## config.mk

```make
export PLATFORM = sky130hd
export DESIGN_NAME = arb_requester
export DESIGN_NICKNAME = d
export VERILOG_FILES = /design/src/rtl/arb_requester_pkg.sv /design/src/rtl/arb_req_fifo.sv /design/src/rtl/arb_requester.sv
export SDC_FILE = /design/constraint.sdc
export NUM_CORES = 1
export LEC_CHECK = 0
export ABC_AREA = 1
export BUFFER_PORTS_ARGS = -buffer_cell sky130_fd_sc_hd__buf_2
export CAP_MARGIN = 0
export CORE_ASPECT_RATIO = 2
export CORE_MARGIN = 2
export CORE_UTILIZATION = 40
export DETAILED_ROUTE_END_ITERATION = 7
export PLACE_DENSITY = 0.64
export SYNTH_ARGS = -nofsm -noshare
export SYNTH_HDL_FRONTEND = slang
export SYNTH_SLANG_ARGS = --single-unit
```

## constraint.sdc

```tcl
create_clock -name clk -period 2.5 [get_ports clk]
set_input_delay 0.5 -clock clk [delete_from_list [all_inputs] [get_ports clk]]
set_output_delay 0.5 -clock clk [all_outputs]
set_load 0.05 [all_outputs]
```

## src/rtl/arb_requester_pkg.sv

```systemverilog
`default_nettype none
// +--------------------------------------------------------------------+
// | arb_requester_pkg : shared types and width helpers for requester   |
// | Revision: 1.0                                                      |
// +--------------------------------------------------------------------+
package arb_requester_pkg;

    typedef enum logic [1:0] {
        IDLE  = 2'd0,
        REQ   = 2'd1,
        YIELD = 2'd2
    } state_t;

    // Bits needed to hold any value 0..limit inclusive.
    function automatic int cnt_width(input int limit);
        return $clog2(limit + 1);
    endfunction

endpackage
`default_nettype wire

```

## src/rtl/arb_req_fifo.sv

```systemverilog
`default_nettype none
// +--------------------------------------------------------------------+
// | arb_req_fifo : synchronous FIFO, head word always visible on rdata |
// | Revision: 1.0                                                      |
// +--------------------------------------------------------------------+
module arb_req_fifo #(
    parameter int DATA_W = 8,
    parameter int DEPTH  = 4
) (
    input  logic                     clk,
    input  logic                     rst,
    input  logic                     push,
    input  logic                     pop,
    input  logic [DATA_W-1:0]        wdata,
    output logic [DATA_W-1:0]        rdata,
    output logic [$clog2(DEPTH):0]   count,
    output logic                     full,
    output logic                     empty
);

    localparam int c_ptr_w = $clog2(DEPTH);
    localparam int c_cnt_w = c_ptr_w + 1;

    logic [DATA_W-1:0]  r_mem_q [DEPTH];
    logic [c_ptr_w-1:0] r_wptr_q, w_wptr_d;
    logic [c_ptr_w-1:0] r_rptr_q, w_rptr_d;
    logic [c_cnt_w-1:0] r_count_q, w_count_d;
    logic               w_push, w_pop;

    assign full   = (r_count_q == c_cnt_w'(DEPTH));
    assign empty  = (r_count_q == '0);
    // A full FIFO refuses the write even when a read frees a slot this cycle.
    assign w_push = push & ~full;
    assign w_pop  = pop & ~empty;
    assign rdata  = r_mem_q[r_rptr_q];
    assign count  = r_count_q;

    always_comb begin
        w_wptr_d  = r_wptr_q;
        w_rptr_d  = r_rptr_q;
        w_count_d = r_count_q;
        if (w_push) w_wptr_d = r_wptr_q + c_ptr_w'(1);
        if (w_pop)  w_rptr_d = r_rptr_q + c_ptr_w'(1);
        case ({w_push, w_pop})
            2'b10:   w_count_d = r_count_q + c_cnt_w'(1);
            2'b01:   w_count_d = r_count_q - c_cnt_w'(1);
            default: w_count_d = r_count_q;
        endcase
    end

    always_ff @(posedge clk or posedge rst) begin
        if (rst) begin
            r_wptr_q  <= '0;
            r_rptr_q  <= '0;
            r_count_q <= '0;
        end else begin
            r_wptr_q  <= w_wptr_d;
            r_rptr_q  <= w_rptr_d;
            r_count_q <= w_count_d;
        end
    end

    always_ff @(posedge clk) begin
        if (w_push) r_mem_q[r_wptr_q] <= wdata;
    end

endmodule
`default_nettype wire

```

## src/rtl/arb_requester.sv

```systemverilog
`default_nettype none
// +--------------------------------------------------------------------+
// | arb_requester : buffered requester for one round-robin arbiter port|
// | Revision: 1.0                                                      |
// +--------------------------------------------------------------------+
module arb_requester
    import arb_requester_pkg::*;
#(
    parameter int DATA_W     = 8,
    parameter int DEPTH      = 4,
    parameter int MAX_HOLD   = 4,
    parameter int STARVE_LIM = 15
) (
    input  logic              clk,
    input  logic              rst,
    input  logic              in_valid,
    input  logic [DATA_W-1:0] in_data,
    output logic              in_ready,
    output logic              req,
    input  logic              gnt,
    output logic              bus_valid,
    output logic [DATA_W-1:0] bus_data,
    output logic              starve
);

    localparam int c_cnt_w  = $clog2(DEPTH) + 1;
    localparam int c_hold_w = cnt_width(MAX_HOLD);
    localparam int c_wait_w = cnt_width(STARVE_LIM);

    state_t              r_state_q, w_state_d;
    logic [c_hold_w-1:0] r_hold_q, w_hold_d, w_hold_inc;
    logic [c_wait_w-1:0] r_wait_q, w_wait_d;
    logic                r_starve_q, w_starve_d;
    logic [c_cnt_w-1:0]  w_count, w_count_post;
    logic                w_full, w_empty, w_push, w_pop;

    arb_req_fifo #(
        .DATA_W (DATA_W),
        .DEPTH  (DEPTH)
    ) u_fifo (
        .clk   (clk),
        .rst   (rst),
        .push  (w_push),
        .pop   (w_pop),
        .wdata (in_data),
        .rdata (bus_data),
        .count (w_count),
        .full  (w_full),
        .empty (w_empty)
    );

    assign in_ready  = ~w_full;
    assign w_push    = in_valid & in_ready;
    // req comes from the state register only, so no loop forms through gnt.
    assign req       = (r_state_q == REQ);
    assign bus_valid = req & gnt;
    assign w_pop     = bus_valid;
    assign starve    = r_starve_q;

    assign w_count_post = w_count + c_cnt_w'(w_push) - c_cnt_w'(w_pop);
    assign w_hold_inc   = r_hold_q + c_hold_w'(1);

    always_comb begin
        w_state_d = r_state_q;
        w_hold_d  = '0;
        w_wait_d  = '0;
        case (r_state_q)
            IDLE: begin
                if (w_push | ~w_empty) w_state_d = REQ;
            end
            REQ: begin
                if (gnt) begin
                    w_hold_d = w_hold_inc;
                    if (w_count_post == '0) begin
                        w_state_d = IDLE;
                        w_hold_d  = '0;
                    end else if (w_hold_inc == c_hold_w'(MAX_HOLD)) begin
                        w_state_d = YIELD;
                        w_hold_d  = '0;
                    end
                end else begin
                    w_hold_d = r_hold_q;
                    w_wait_d = (r_wait_q == c_wait_w'(STARVE_LIM)) ? r_wait_q
                                                                    : r_wait_q + c_wait_w'(1);
                end
            end
            YIELD: begin
                w_state_d = (w_count_post != '0) ? REQ : IDLE;
            end
            default: begin
                w_state_d = IDLE;
            end
        endcase
        w_starve_d = (w_wait_d == c_wait_w'(STARVE_LIM));
    end

    always_ff @(posedge clk or posedge rst) begin
        if (rst) begin
            r_state_q  <= IDLE;
            r_hold_q   <= '0;
            r_wait_q   <= '0;
            r_starve_q <= 1'b0;
        end else begin
            r_state_q  <= w_state_d;
            r_hold_q   <= w_hold_d;
            r_wait_q   <= w_wait_d;
            r_starve_q <= w_starve_d;
        end
    end

endmodule
`default_nettype wire

```

# Yosys cells after proc, flatten, opt, wreduce, memory -nomap -nowiden
# Memories as Yosys holds them, arrays and structs flattened.
# Index checks and enable logic that the tools add are counted.
# classes
addsub,8
eq_ne,11
n_mux,16
n_bitwise,7
reduce_logical,6
# op_table
operator,count
two-way mux 3 bit,4
two-way mux 4 bit,3
"equality test 4 bit, second input constant",2
two-way mux 2 bit,4
"adder 3 x 1 -> 3 bit, second input constant",2
"equality test 3 bit, second input constant",2
logical NOT 3 bit,2
case mux 2 bit (3 select lines),1
case mux 3 bit (2 select lines),1
"adder 2 x 1 -> 2 bit, second input constant",2
"adder 4 x 1 -> 4 bit, second input constant",1
AND 1 bit,4
"equality test 2 x 1 -> 1 bit, second input constant",2
"equality test 2 bit, second input constant",2
adder 3 x 1 -> 3 bit,1
two-way mux 1 bit,3
"!= test 3 x 1 -> 1 bit, second input constant",1
AND reduction 3 bit,1
nonzero test 3 bit,1
subtractor 3 x 1 -> 3 bit,1
"subtractor 3 x 1 -> 3 bit, second input constant",1
logical NOT 2 bit,1
"!= test 2 x 1 -> 1 bit, second input constant",1
"!= test 2 bit, second input constant",1
other kinds (3),4
# word_totals
ff_bits,17
mem_bits_rw,32
in_bits,12
n_memories,1
# mem_list
memory,depth,word_bits,read_ports,rd_clocked_by_memory_dff,write_ports,line,source
u_fifo.r_mem_q,4,8,1,0,1,arb_req_fifo.sv:24,logic [DATA_W-1:0] r_mem_q [DEPTH];

# Longest topological paths before layout
# logic_depth
ltp_word,9
ltp_mapped,13
mapped_depth_nobuf,13

# Modules after synthesis
# From an unflattened synthesis, not the netlist that was laid out.
# unflattened
cells_unflattened,245
area_unflattened_um2,2453.6
# modules_own_cells
module,n_inst,cells_each,area_per_inst_um2,seq_area_each_um2
arb_req_fifo,1,155,1755.4,1136.1
arb_requester,1,90,698.2,250.2

# Worst setup path after synthesis
# OpenSTA, ideal clock, no wires.
# synth_timing
kind,flip-flop to flip-flop
from,reg r_state_q[1]
to,reg r_state_q[0]
setup_ns,0.117
arrival_time_ns,2.469
required_time_ns,2.383
setup_slack_ns,-0.086
stages_incl_launch_ff,14
n_path_buf,0
path_cell_list,dfrtp_1 -> inv_1 -> nand2_2 -> nor2_2 -> ha_1 -> inv_1 -> ha_1 -> fa_1 -> nor2_1 -> nand3_2 -> nand3_1 -> nand2_1 -> nand2_1 -> nand2_1
# synth_between
elab_chain_cells,7
# synth_lines
item,line,source
"start, declared",arb_requester.sv:30,"state_t r_state_q, w_state_d;"
"start signal, assigned",arb_requester.sv:104,r_state_q <= w_state_d;
equality test 2 x 1 -> 1 bit (*),arb_requester.sv:55,assign req = (r_state_q == REQ);
AND 1 bit (*),arb_requester.sv:56,assign bus_valid = req & gnt;
via bus_valid,arb_requester.sv:21,"output logic bus_valid,"
subtractor 3 x 1 -> 3 bit (*),arb_requester.sv:60,assign w_count_post = w_count + c_cnt_w'(w_push) - c_cnt_w'(w_pop);
logical NOT 3 bit,arb_requester.sv:74,if (w_count_post == '0) begin
two-way mux 2 bit,arb_requester.sv:74,
two-way mux 2 bit,arb_requester.sv:72,if (gnt) begin
case mux 2 bit (3 select lines),arb_requester.sv:67,case (r_state_q)
# Mark *: on every way through the listed nets, which the timed path passes. The rest lies on a longest branch. The select of a mux whose other input is x is not followed.
# A chain may end at the register's enable or synchronous reset.

# Worst setup path in the final report
# layout_timing
from,reg u_fifo.r_count_q[1] (netlist: u_fifo.count[1])
to,reg r_state_q[0]
# layout_between
elab_chain_cells,9
# layout_lines
item,line,source
"start, declared",arb_req_fifo.sv:27,"logic [c_cnt_w-1:0] r_count_q, w_count_d;"
"start signal, assigned",arb_req_fifo.sv:59,r_count_q <= w_count_d;
equality test 3 bit,arb_req_fifo.sv:30,assign full = (r_count_q == c_cnt_w'(DEPTH));
NOT 1 bit,arb_requester.sv:52,assign in_ready = ~w_full;
AND 1 bit,arb_requester.sv:53,assign w_push = in_valid & in_ready;
adder 3 x 1 -> 3 bit,arb_requester.sv:60,
subtractor 3 x 1 -> 3 bit,arb_requester.sv:60,
logical NOT 3 bit,arb_requester.sv:74,
two-way mux 2 bit,arb_requester.sv:74,
two-way mux 2 bit,arb_requester.sv:72,
case mux 2 bit (3 select lines),arb_requester.sv:67,
# Several ways; a longest one is shown, not always the timed one. The select of a mux whose other input is x is not followed.

==> impl_metrics.py <==
metrics = {
    "global_routing": {
        "grt_use_total_pct": 14.41,
        "antenna_found_initial": 0,
        "gr-total-overflow": 0,
        "grt_max_degree": 18,
        "grt_pass1_wl_um": 6879,
        "grt_pass1_vias": 1514,
    },
    "drt": {
        "ant_nets": 0,
        "via_per_inst": 4.997,
        "first_pass_iters": 4,
        "wl_per_cell_um": 13.76,
        "drtIter0Drc": 44,
        "totalWireLength_um": 4031,
        "drc_errors": 0,
        "vias": 1464,
    },
    "logic_synthesis": {
        "synth-edff-count": 32,
        "ys_top_cells_by_area": "edfxtp_1 (43%), dfrtp_1 (19%), ha_1 (5.6%)",
        "yosys.area.top_type": "edfxtp_1",
        "yosysWarnings": 0,
        "yosys.cell_types.count": 29,
        "async_flop_share_pct": 34.69,
        "netlist_area_um2": 2251,
        "synth_commonest_cells": "edfxtp_1 (32), nor2_1 (29), nand2_1 (22), o21ai_0 (21), inv_1 (20)",
        "synth.avg_cell_area_um2": 11.20,
        "yosysMostFrequentCell": "edfxtp_1",
        "synth-seq-cells": 49,
        "synth_cells": 201,
        "ys_seq_area_share_pct": 61.59,
        "synth.net_count": 225,
        "yosysTopAreaCellShare_pct": 42.69,
        "synthFlopType": "edfxtp_1",
    },
    "status": {
        "status": "completed",
    },
    "sta": {
        "slew_viol_final": 0,
        "worst_pin_slew_ns": 0.7257,
        "min_period_over_period_pct": 90.88,
        "hold_violations": 0,
        "finalSetupViolations": 0,
        "max_freq_ghz": 0.4401,
        "tns_ns": 0,
        "finClkSkew_ns": 0.005161,
        "slew_headroom_pct": 51.44,
        "rsz0062_at_grt": "false",
        "min_period_ns": 2.272,
    },
    "cells_and_area": {
        "drive_gt1_share_pct": 22.32,
        "design_area_um2": 2582,
        "area_delta_synth_final_pct": 14.73,
        "diodes": 0,
        "final_nets": 256,
    },
    "floorplanning": {
        "start_util_pct": 41.53,
        "die-area_um2": 6280,
        "die_width_um": 57.05,
        "die-height_um": 110.1,
        "ioPinCount": 24,
        "row_count": 38,
        "coreArea_um2": 5420,
    },
    "clocking": {
        "ctsLongestPathBuffers": 2,
        "cts.sinks": 49,
        "clkTransAtPathRegs_ns": 0.09,
        "clk_latency_ns": 0.30,
        "cts_setup_buffers": 0,
        "cts_hold_buf": 0,
        "numCtsBuffers": 5,
        "cts_tree": "yes",
        "cts_root_buf": "clkbuf_8",
        "cts_resized": 0,
        "htree_num_levels": 2,
    },
    "setup_path": {
        "r2r_slack_ns": 0.23,
        "cp-start-kind": "flip-flop",
        "endpoint_kind": "flip-flop",
        "ff2ff_path_depth": 13,
        "worstSetupPathType": "reg2reg",
        "r2r_start": "u_fifo.count[1]",
        "worstPathArrival_ns": 2.47,
        "required_ns": 2.69,
        "cp_max_fo": 6,
        "timing.rr.end": "r_state_q[0]",
    },
    "placement": {
        "globalplace.congestion": 0.8274,
        "place_area_um2": 2462,
        "dp_hpwl_um": 3066,
        "io_buffers": 23,
    },
    "power": {
        "p_leak_nw": 1.099,
        "ir_drop_mv": 0.8657,
        "pwr_density_cell_nw_per_um2": 1279,
    },
    "flow_run": {
        "maxCapViolations": 0,
    },
    "worst_hold_path": {
        "min_path_type": "in2async",
    },
}
-- worst max-delay path: stages, from the launching register on --
cell,delay [ns]
dfrtp_1,0.43
inv_2,0.14
nand3_2,0.12
nand2_4,0.08
ha_1,0.21
inv_1,0.06
ha_1,0.15
fa_1,0.41
nor2_1,0.13
nand3_2,0.12
nand3_1,0.12
nand2_1,0.08
nand2_1,0.06
nand2_1,0.05
-- metal layers --
metal / vias to the layer above / wire [um] / global-route usage, %
met2: 22 / 2285 / 27.67
met4: 0 / 76 / 6.645
li1: 740 / - / -
met5: - / 0 / 0
met3: 7 / 111 / 2.684
met1: 695 / 1558 / 14.56
-- registers in the layout, summed over array words and instances, names as in the netlist --
register and count:
u_fifo.count 3, r_hold_q 3, u_fifo.r_rptr_q 2, r_state_q 2
r_wait_q 4, starve 1, u_fifo.r_wptr_q 2, u_fifo.r_mem_q 32
-- power breakdown --
part / leakage (nW) / switching (mW) / internal (mW)
Combinational: 0.532 / 1.09 / 0.434
Sequential: 0.509 / 0.125 / 1.07
Clock: 0.0574 / 0.252 / 0.325
-- worst max path at each step --
stage | startpoint | to | slack [ns] | depth (start not counted)
after floorplan | u_fifo.count[0] | r_state_q[0] | 0.01 | 13
after global placement | gnt | r_state_q[0] | 0.16 | 13
after detailed placement | gnt | r_state_q[0] | 0.10 | 13
after CTS | u_fifo.count[1] | r_state_q[0] | 0.21 | 13
after global routing | u_fifo.count[0] | r_state_q[0] | 0.01 | 13
final | u_fifo.count[1] | r_state_q[0] | 0.23 | 13
-- placed cells by master (no fill, tap or decap), types with 4 or more instances in the layout --
| master | instances |
|---|---|
| buf_2 | 23 |
| nor2_1 | 29 |
| xor2_1 | 4 |
| dfrtp_1 | 17 |
| edfxtp_1 | 32 |
| ha_1 | 10 |
| inv_1 | 20 |
| buf_4 | 5 |
| nand2_1 | 22 |
| o22ai_1 | 8 |
| clkbuf_8 | 6 |
| nand3_1 | 8 |
| o21ai_0 | 21 |
-- kinds of logic (layout without fill, tap and decap cells) --
logic type	after synthesis	after routing	synth area share (%)
buffers and inverters	27	59	4.780
AO/OA/AOI/OAI	35	35	8.727
flip-flops	49	49	61.59
AND/OR/NAND/NOR	73	73	15.62
adder cells (fa/ha/maj)	12	12	7.337
XOR/XNOR	5	5	1.945
-- cell type report --
| cell class | count | area [um2] |
|---|---|---|
| clock buffers | 6 | 82.58 |
| inverters | 23 | 86.33 |
| clock inverters | 2 | 37.54 |
| flip-flops and latches | 49 | 1386 |
| well taps | 60 | 75.07 |
| multi-input cells | 125 | 762.0 |
| repair buffers | 28 | 152.6 |
| fillers | 506 | 2838 |
-- through the flow --
| stage | hold WS (ns) | power, mW | std cells | util, % | setup slack (ns) |
|---|---|---|---|---|---|
| finish | 0.2878 | 3.304 | 293 | 47.65 | 0.2280 |
| global placement | 0.4915 | 2.731 | 285 | 45.43 | 0.1633 |
| floorplan | 0.4261 | 2.401 | 201 | - | 0.01122 |
| detailed placement | 0.4870 | 2.764 | 285 | 45.43 | 0.1038 |
| global route | 0.3626 | 3.560 | 293 | 47.65 | 0.01342 |
| CTS | 0.3140 | 3.348 | 293 | 47.65 | 0.2084 |
Note: power is estimated with default switching activity, not from simulation.
